$ cat src/rtl/hs_pkg.sv
// Shared definitions for the valid/ready word handshake blocks.
package hs_pkg;

  localparam int unsigned HS_DW = 16;

  // Sender output state: StIdle drives valid=0, StSend drives valid=1.
  typedef enum logic [0:0] {
    StIdle,
    StSend
  } hs_state_e;

  // Ceiling log2, usable in constant expressions for port widths.
  function automatic int unsigned clog2(input int unsigned n);
    int unsigned r;
    r = 0;
    for (int unsigned i = 0; i < 32; i++) begin
      if ((64'd1 << i) < 64'(n)) r = i + 1;
    end
    return r;
  endfunction

endpackage

$ cat src/rtl/hs_sync_fifo.sv
// Small synchronous FIFO with occupancy count; DEPTH must be a power of two.
module hs_sync_fifo
  import hs_pkg::*;
#(
  parameter int unsigned DW    = HS_DW,
  parameter int unsigned DEPTH = 4
) (
  input  logic                   clk,
  input  logic                   rst_n,
  input  logic                   wr_en,
  input  logic [DW-1:0]          wr_data,
  input  logic                   rd_en,
  output logic [DW-1:0]          rd_data,
  output logic                   full,
  output logic                   empty,
  output logic [clog2(DEPTH):0]  level
);

  localparam int unsigned AW = clog2(DEPTH);
  localparam int unsigned LW = AW + 1;

  logic [DW-1:0] mem_q [DEPTH];
  logic [AW-1:0] wr_ptr_q, rd_ptr_q;
  logic [LW-1:0] level_q;
  logic          do_wr, do_rd;

  // full/empty come from the registered count, so a write while full is
  // dropped even if a read frees a slot on the same edge.
  assign full    = (level_q == LW'(DEPTH));
  assign empty   = (level_q == '0);
  assign level   = level_q;
  assign rd_data = mem_q[rd_ptr_q];
  assign do_wr   = wr_en & ~full;
  assign do_rd   = rd_en & ~empty;

  // Storage array; no reset needed since contents are gated by level.
  always_ff @(posedge clk) begin
    if (do_wr) mem_q[wr_ptr_q] <= wr_data;
  end

  // Pointers wrap naturally at the power-of-two depth; level tracks occupancy.
  always_ff @(posedge clk or negedge rst_n) begin
    if (!rst_n) begin
      wr_ptr_q <= '0;
      rd_ptr_q <= '0;
      level_q  <= '0;
    end else begin
      if (do_wr) wr_ptr_q <= wr_ptr_q + AW'(1);
      if (do_rd) rd_ptr_q <= rd_ptr_q + AW'(1);
      if (do_wr && !do_rd) begin
        level_q <= level_q + LW'(1);
      end else if (do_rd && !do_wr) begin
        level_q <= level_q - LW'(1);
      end
    end
  end

endmodule

$ cat src/rtl/hs_sender.sv
// Transmit side of the valid/ready word handshake: FIFO, output register,
// IDLE/SEND FSM, transfer counter and sticky stall timeout.
module hs_sender
  import hs_pkg::*;
#(
  parameter int unsigned DW          = HS_DW,
  parameter int unsigned DEPTH       = 4,
  parameter int unsigned TIMEOUT_CYC = 1024
) (
  input  logic                   clk,
  input  logic                   rst_n,
  input  logic                   wr_en,
  input  logic [DW-1:0]          wr_data,
  output logic                   full,
  output logic                   overflow,
  output logic                   valid,
  output logic [DW-1:0]          data,
  input  logic                   ready,
  output logic [clog2(DEPTH):0]  level,
  output logic [15:0]            tx_count,
  output logic                   timeout,
  input  logic                   tmo_clr
);

  localparam int unsigned SW = clog2(TIMEOUT_CYC + 1);

  hs_state_e     state_q, state_d;
  logic [DW-1:0] data_q;
  logic          overflow_q;
  logic [15:0]   tx_count_q;
  logic [SW-1:0] stall_q, stall_d;
  logic          timeout_q, timeout_d;

  logic          fifo_empty, fifo_full;
  logic [DW-1:0] fifo_rdata;
  logic          xfer, pop;

  assign valid    = (state_q == StSend);
  assign data     = data_q;
  assign overflow = overflow_q;
  assign tx_count = tx_count_q;
  assign timeout  = timeout_q;
  assign full     = fifo_full;

  assign xfer = valid & ready;
  // Refill the output register whenever it is empty or being emptied.
  assign pop  = ~fifo_empty & (~valid | xfer);

  hs_sync_fifo #(
    .DW    (DW),
    .DEPTH (DEPTH)
  ) u_fifo (
    .clk     (clk),
    .rst_n   (rst_n),
    .wr_en   (wr_en),
    .wr_data (wr_data),
    .rd_en   (pop),
    .rd_data (fifo_rdata),
    .full    (fifo_full),
    .empty   (fifo_empty),
    .level   (level)
  );

  // Next-state for the output FSM and the stall/timeout tracker.
  always_comb begin
    state_d   = state_q;
    stall_d   = stall_q;
    timeout_d = timeout_q;

    unique case (state_q)
      StIdle: if (!fifo_empty) state_d = StSend;
      StSend: if (xfer && fifo_empty) state_d = StIdle;
      default: state_d = StIdle;
    endcase

    if (tmo_clr) begin
      stall_d   = '0;
      timeout_d = 1'b0;
    end else if (xfer) begin
      stall_d = '0;
    end else if (valid) begin
      // Saturate at the threshold so a long stall cannot wrap the counter.
      if (stall_q != SW'(TIMEOUT_CYC)) stall_d = stall_q + SW'(1);
      if (stall_d == SW'(TIMEOUT_CYC)) timeout_d = 1'b1;
    end
  end

  // State, output register and counters.
  always_ff @(posedge clk or negedge rst_n) begin
    if (!rst_n) begin
      state_q    <= StIdle;
      data_q     <= '0;
      overflow_q <= 1'b0;
      tx_count_q <= '0;
      stall_q    <= '0;
      timeout_q  <= 1'b0;
    end else begin
      state_q    <= state_d;
      stall_q    <= stall_d;
      timeout_q  <= timeout_d;
      overflow_q <= wr_en & fifo_full;
      if (pop)  data_q     <= fifo_rdata;
      if (xfer) tx_count_q <= tx_count_q + 16'd1;
    end
  end

endmodule

$ cat config.mk
export PLATFORM = sky130hd
export DESIGN_NAME = hs_sender
export DESIGN_NICKNAME = d
export VERILOG_FILES = /design/src/rtl/hs_pkg.sv /design/src/rtl/hs_sync_fifo.sv /design/src/rtl/hs_sender.sv
export SDC_FILE = /design/constraint.sdc
export NUM_CORES = 1
export LEC_CHECK = 0
export CELL_PAD_IN_SITES_DETAIL_PLACEMENT = 0
export CELL_PAD_IN_SITES_GLOBAL_PLACEMENT = 1
export CORE_MARGIN = 5
export CORE_UTILIZATION = 45
export CTS_CLUSTER_DIAMETER = 200
export DETAILED_ROUTE_END_ITERATION = 8
export PLACE_DENSITY_LB_ADDON = 0.1
export SLEW_MARGIN = 20
export SYNTH_ARGS = -nofsm -noshare
export SYNTH_HDL_FRONTEND = slang
export SYNTH_SLANG_ARGS = --single-unit
export TNS_END_PERCENT = 30
$ cat constraint.sdc
create_clock -name clk -period 3.6 [get_ports clk]
set_input_delay 0.72 -clock clk [delete_from_list [all_inputs] [get_ports clk]]
set_output_delay 0.72 -clock clk [all_outputs]
set_load 0.02 [all_outputs]
Yosys cells after proc, flatten, opt, wreduce, memory -nomap -nowiden
Memories as Yosys holds them, arrays and structs flattened. A register that Yosys moved wholly into a read port is not among the register bits.
Index checks and enable logic that the tools add are counted.
{"block": "word_totals", "reg_bits": 37, "ram_bits": 64, "input_bits": 21, "n_memories": 1}
{"memory": "u_fifo.mem_q", "depth": 4, "width": 16, "rd": 1, "rd_ports_with_merged_regs": 1, "wr": 1, "line": "hs_sync_fifo.sv:22", "text": "logic [DW-1:0] mem_q [DEPTH];"}
{"block": "op_classes", "n_addsub": 6, "n_eq_ne": 4, "mux": 18, "bitwise_logic": 9, "n_reduce_logical": 12}
{"op": "11-bit two-way mux", "count": 7}
{"op": "16-bit by 1-bit adder with 16-bit output, second input constant", "count": 1}
{"op": "11-bit by 1-bit adder with 11-bit output, second input constant", "count": 1}
{"op": "11-bit equality test, second input constant", "count": 1}
{"op": "11-bit != test, second input constant", "count": 1}
{"op": "1-bit two-way mux", "count": 8}
{"op": "3-bit two-way mux", "count": 2}
{"op": "2-bit nonzero test", "count": 3}
{"op": "1-bit AND", "count": 5}
{"op": "2-bit by 1-bit adder with 2-bit output, second input constant", "count": 2}
{"op": "3-bit by 1-bit adder with 3-bit output, second input constant", "count": 1}
{"op": "3-bit equality test, second input constant", "count": 1}
{"op": "1-bit logical AND", "count": 3}
{"op": "1-bit logical NOT", "count": 3}
{"op": "3-bit logical NOT", "count": 1}
{"op": "1-bit inverter", "count": 3}
{"op": "3-bit AND reduction", "count": 1}
{"op": "3-bit nonzero test", "count": 1}
{"op": "3-bit by 1-bit subtractor with 3-bit output, second input constant", "count": 1}
{"op": "2-bit != test, second input constant", "count": 1}
{"op": "1-bit case mux with 2 select lines", "count": 1}
{"op": "1-bit bitwise OR", "count": 1}

Logic depth before layout (Yosys ltp)
{"block": "logic_depth", "word_depth": 10, "ltp_mapped": 11, "mapped_depth_nobuf": 10}

By module
From an unflattened synthesis, not the netlist that was laid out.
{"block": "unflattened", "hier_cells": 307, "hier_area_um2": 4882.2}
{"mod": "hs_sync_fifo", "instances": 1, "cells_per_inst": 120, "area_each_um2": 2778.9}
{"mod": "hs_sender", "instances": 1, "cells_per_inst": 187, "area_each_um2": 2103.3}

Worst setup path before layout
Ideal clock, no wire load.
{"block": "synth_timing", "kind": "input to register", "from": "input port ready", "to": "register u_fifo.level_q[1] (netlist: u_fifo.level[1])", "t_arrival_ns": 2.474, "slack_ns": 1.001, "stages": 8, "n_path_buf": 1, "path_cell_list": "nor2_1 > nor2_1 > buf_2 > inv_1 > ha_1 > inv_1 > fa_1 > mux2_2"}
{"block": "synth_between", "elab_chain_cells": 7, "word_cells_on_any_way": 9}
{"item": "start, declared", "line": "hs_sender.sv:18", "text": "input logic ready,"}
{"item": "1-bit AND (*)", "line": "hs_sender.sv:45", "text": "assign xfer = valid & ready;"}
{"item": "1-bit bitwise OR (*)", "line": "hs_sender.sv:47", "text": "assign pop = ~fifo_empty & (~valid | xfer);"}
{"item": "1-bit AND (*)", "line": "hs_sender.sv:47"}
{"item": "1-bit AND (*)", "line": "hs_sync_fifo.sv:34", "text": "assign do_rd = rd_en & ~empty;"}
{"item": "1-bit logical NOT", "line": "hs_sync_fifo.sv:50", "text": "if (do_wr && !do_rd) begin"}
{"item": "1-bit logical AND", "line": "hs_sync_fifo.sv:50"}
{"item": "3-bit two-way mux / 2-bit nonzero test (equally long branches)"}
{"item": "end signal, assigned", "line": "hs_sync_fifo.sv:51", "text": "level_q <= level_q + LW'(1);"}
{"item": "end signal, assigned", "line": "hs_sync_fifo.sv:53", "text": "level_q <= level_q - LW'(1);"}
{"item": "end, declared", "line": "hs_sync_fifo.sv:24", "text": "logic [LW-1:0] level_q;"}
Every way passes the cells marked *; elsewhere a longest branch is shown, timed or not.
A chain may end at the register's enable or synchronous reset.

Worst setup path after layout
{"block": "layout_timing", "from": "register u_fifo.level_q[0] (netlist: u_fifo.level[0])", "to": "output port full"}
{"block": "layout_between", "elab_chain_cells": 1}
{"item": "3-bit equality test", "line": "hs_sync_fifo.sv:29", "text": "assign full = (level_q == LW'(DEPTH));"}
{"item": "end, declared", "line": "hs_sender.sv:14", "text": "output logic full,"}
No other way between the ends.

==> results.yml <==
die:
  dieArea_um2: 13100
  core_area_um2: 10700
  initial_utilization_pct: 45.7
  die_h_um: 114
  die_w_um: 114
  ioPinCount: 60
  rows: 38
route:
  viasPerCell: 5.18
  first_pass_iters: 4
  drtAntennaViolNets: 0
  drt_iter0_markers: 145
  wl_um: 9250
  via_count: 2874
  wl_per_cell_um: 16.7
  drcViolationCount: 0
critical_path:
  slowest_stage: "clkdlybuf4s50_1"
  worstPathRequired_ns: 2.88
  cp_cell_sequence: "nor3b_1 > clkdlybuf4s50_1"
  crit_fanout: 5
  crit_start: "u_fifo.level[0]"
  cp-start-kind: "flop"
  endpoint_kind: "output pin"
  arrival_ns: 1.98
  slowest_delay_ns: 0.67
  reg2reg_slack_ns: 1.42
  critPathKind: "flop to output pin"
  reg2reg_from: "valid"
clock_network:
  cts-root-buf: "clkbuf_8"
  cts.path.max_buffers: 2
  cts.sinks: 117
  numCtsBuffers: 17
  holdBufCountCts: 0
  clkLatencyLatePin_ns: 0.52
  htreeDepth: 4
  cts_tree: "built"
  clkTransAtPathRegs_ns: 0.06
  cts_setup_buffers: 0
  cts_resized: 0
cells_and_area:
  stdcell_area_um2: 6260
  num_antenna_cells: 0
  finalNetCount: 432
  drive_above_1_share_pct: 19.8
  syn2layout_area_growth_pct: 27.7
  post-route-util_pct: 58.3
  final_cells: 555
  fill_cells: 907
timing:
  slew_headroom_pct: 40.7
  setup_tns_ns: 0
  fin_ws_ns: 0.901
  worstMarginPinSlew_ns: 0.890
  finalCritPeriodShare_pct: 75.0
  fmax_ghz: 0.371
  rsz0062_at_grt: "no"
  drv_slew: 0
  fin_skew_ns: 0.00758
  min_period_ns: 2.70
  finalHoldViolCount: 0
  holdWs_ns: 0.317
  finalSetupViolCount: 0
grt:
  antenna_found_initial: 0
  grt_usage_pct: 16.1
  grt_pass1_wl_um: 15700
  top_usage_layer: "met2"
  grt-ovfl-total: 0
  met1_usage_pct: 19.3
  grt_pass1_vias: 3050
  grt_max_degree: 40
  grtUsageMet3_pct: 5.81
  grt.met2_usage_pct: 26.1
placed_design:
  pre_cts_slack_ns: 0.780
  post-place-cells: 523
  hpwl_um: 6070
  finalWeightedCongestion: 0.787
  post_dp_cell_area_um2: 5700
  port_buffers: 59
synthesis:
  synth.yosys.seq_area_share_pct: 66.2
  synth_top_family_by_area: "multiplexers"
  yosys.area.top_type: "edfxtp_1"
  synthSimpleGateAreaFrac_pct: 9.74
  synth_nets: 354
  synthAdderAreaFrac_pct: 2.45
  synth_cells: 324
  synth-compound-area-share_pct: 3.37
  ys_ff_latch: 117
  synthDistinctLibCells: 43
  syn_area_um2: 4910
  synth.avg_cell_area_um2: 15.1
  synthMuxAreaShare_pct: 12.5
  synth_edf_count: 64
  synth_top_area_share_pct: 39.2
  synth_commonest_cells: "edfxtp_1, dfrtp_1, nand2_1, nor2_1, mux2_2"
  synthTopCellsByArea: "edfxtp_1, dfrtp_1, mux4_2, mux2_2, xnor2_1"
  async_reset_ff_share_pct: 45.3
  ys_warn_count: 0
  synth_ff_type: "edfxtp_1"
  synth.most_common_cell: "edfxtp_1"
  synth_xor_area_share_pct: 4.11
status:
  outcome: "finished, final reports clean"
power_and_ir_drop:
  total_power_mw: 4.97
  cellLeakagePower_nw: 2.39
  ir_worst_vdd_mv: 0.469
  powerDensity_nw_per_um2: 793
flow_run:
  maxCapViolCount: 0
hold_path:
  hold_path_class: "input pin to asynchronous set/reset pin"
## worst max-delay path: cells and delay by family (launching register included)
kind	cells	cell delay [ns]
DFF	1	0.45
buffers and inverters	1	0.67
and+or+nand+nor	1	0.34
## cell usage in the layout (no fill, tap or decap), types with 3 or more instances in the layout
cell type and count:
nand3_1 10, edfxtp_1 64, clkdlybuf4s50_1 58, xor2_1 10, nor3_1 7, and2_1 5
mux2_2 18, clkinv_4 3, inv_1 9, buf_4 10, a22oi_1 3, a2bb2oi_1 4
xnor2_1 13, ha_1 8, nor2_1 19, nor2b_1 5, mux4_2 16, mux2i_1 4
and3_1 4, clkbuf_16 17, o21ai_0 3, nand2_1 20, a21oi_1 10, clkinv_2 4
dfrtp_1 53, or4_1 3
## per-layer routing
layer,vias up,part of all wire (%)
li1,1365,-
met1,1430,42
met2,67,52
met3,12,4.9
met4,0,1.7
met5,-,0
## area by class of cell
class / count / area, um2 / area share [%]
multi-input combinational: 187 / 1580 / 25.2
clock inverter: 11 / 100 / 1.60
inverter: 10 / 37.5 / 0.599
timing repair buffer: 69 / 661 / 10.5
clock buffer: 21 / 460 / 7.35
tap: 140 / 175 / 2.80
sequential: 117 / 3250 / 51.9
## power by group
group          internal [mW]  switching (mW)
logic                  0.758           0.637
clock network          0.973           0.587
registers               1.76           0.251
## worst paths after layout
path,endpoint,depth (start not counted)
max,full,2
min,tx_count[15],1
max reg2reg,u_fifo.level[2],10
min reg2reg,tx_count[15],1
max in group asynchronous,data[14],2
min in group clk,tx_count[15],1
## logic make-up (layout without fill, tap and decap cells)
| kind of cell | count (synthesis) | count (layout) |
|---|---|---|
| DFF | 117 | 117 |
| and+or+nand+nor | 90 | 90 |
| muxes | 39 | 39 |
| AOI/OAI and AO/OA | 26 | 26 |
| xor gates and xnor gates | 23 | 23 |
| buffers and inverters | 20 | 111 |
| adders and majority gates | 9 | 9 |
## state kept, by name (all words and copies together) (netlist names)
signal,flops
data,16
timeout,1
valid,1
u_fifo.wr_ptr_q,2
tx_count,16
u_fifo.mem_q,64
u_fifo.level,3
overflow,1
stall_q,11
u_fifo.rd_ptr_q,2
Power figures use the tool's default switching activity.
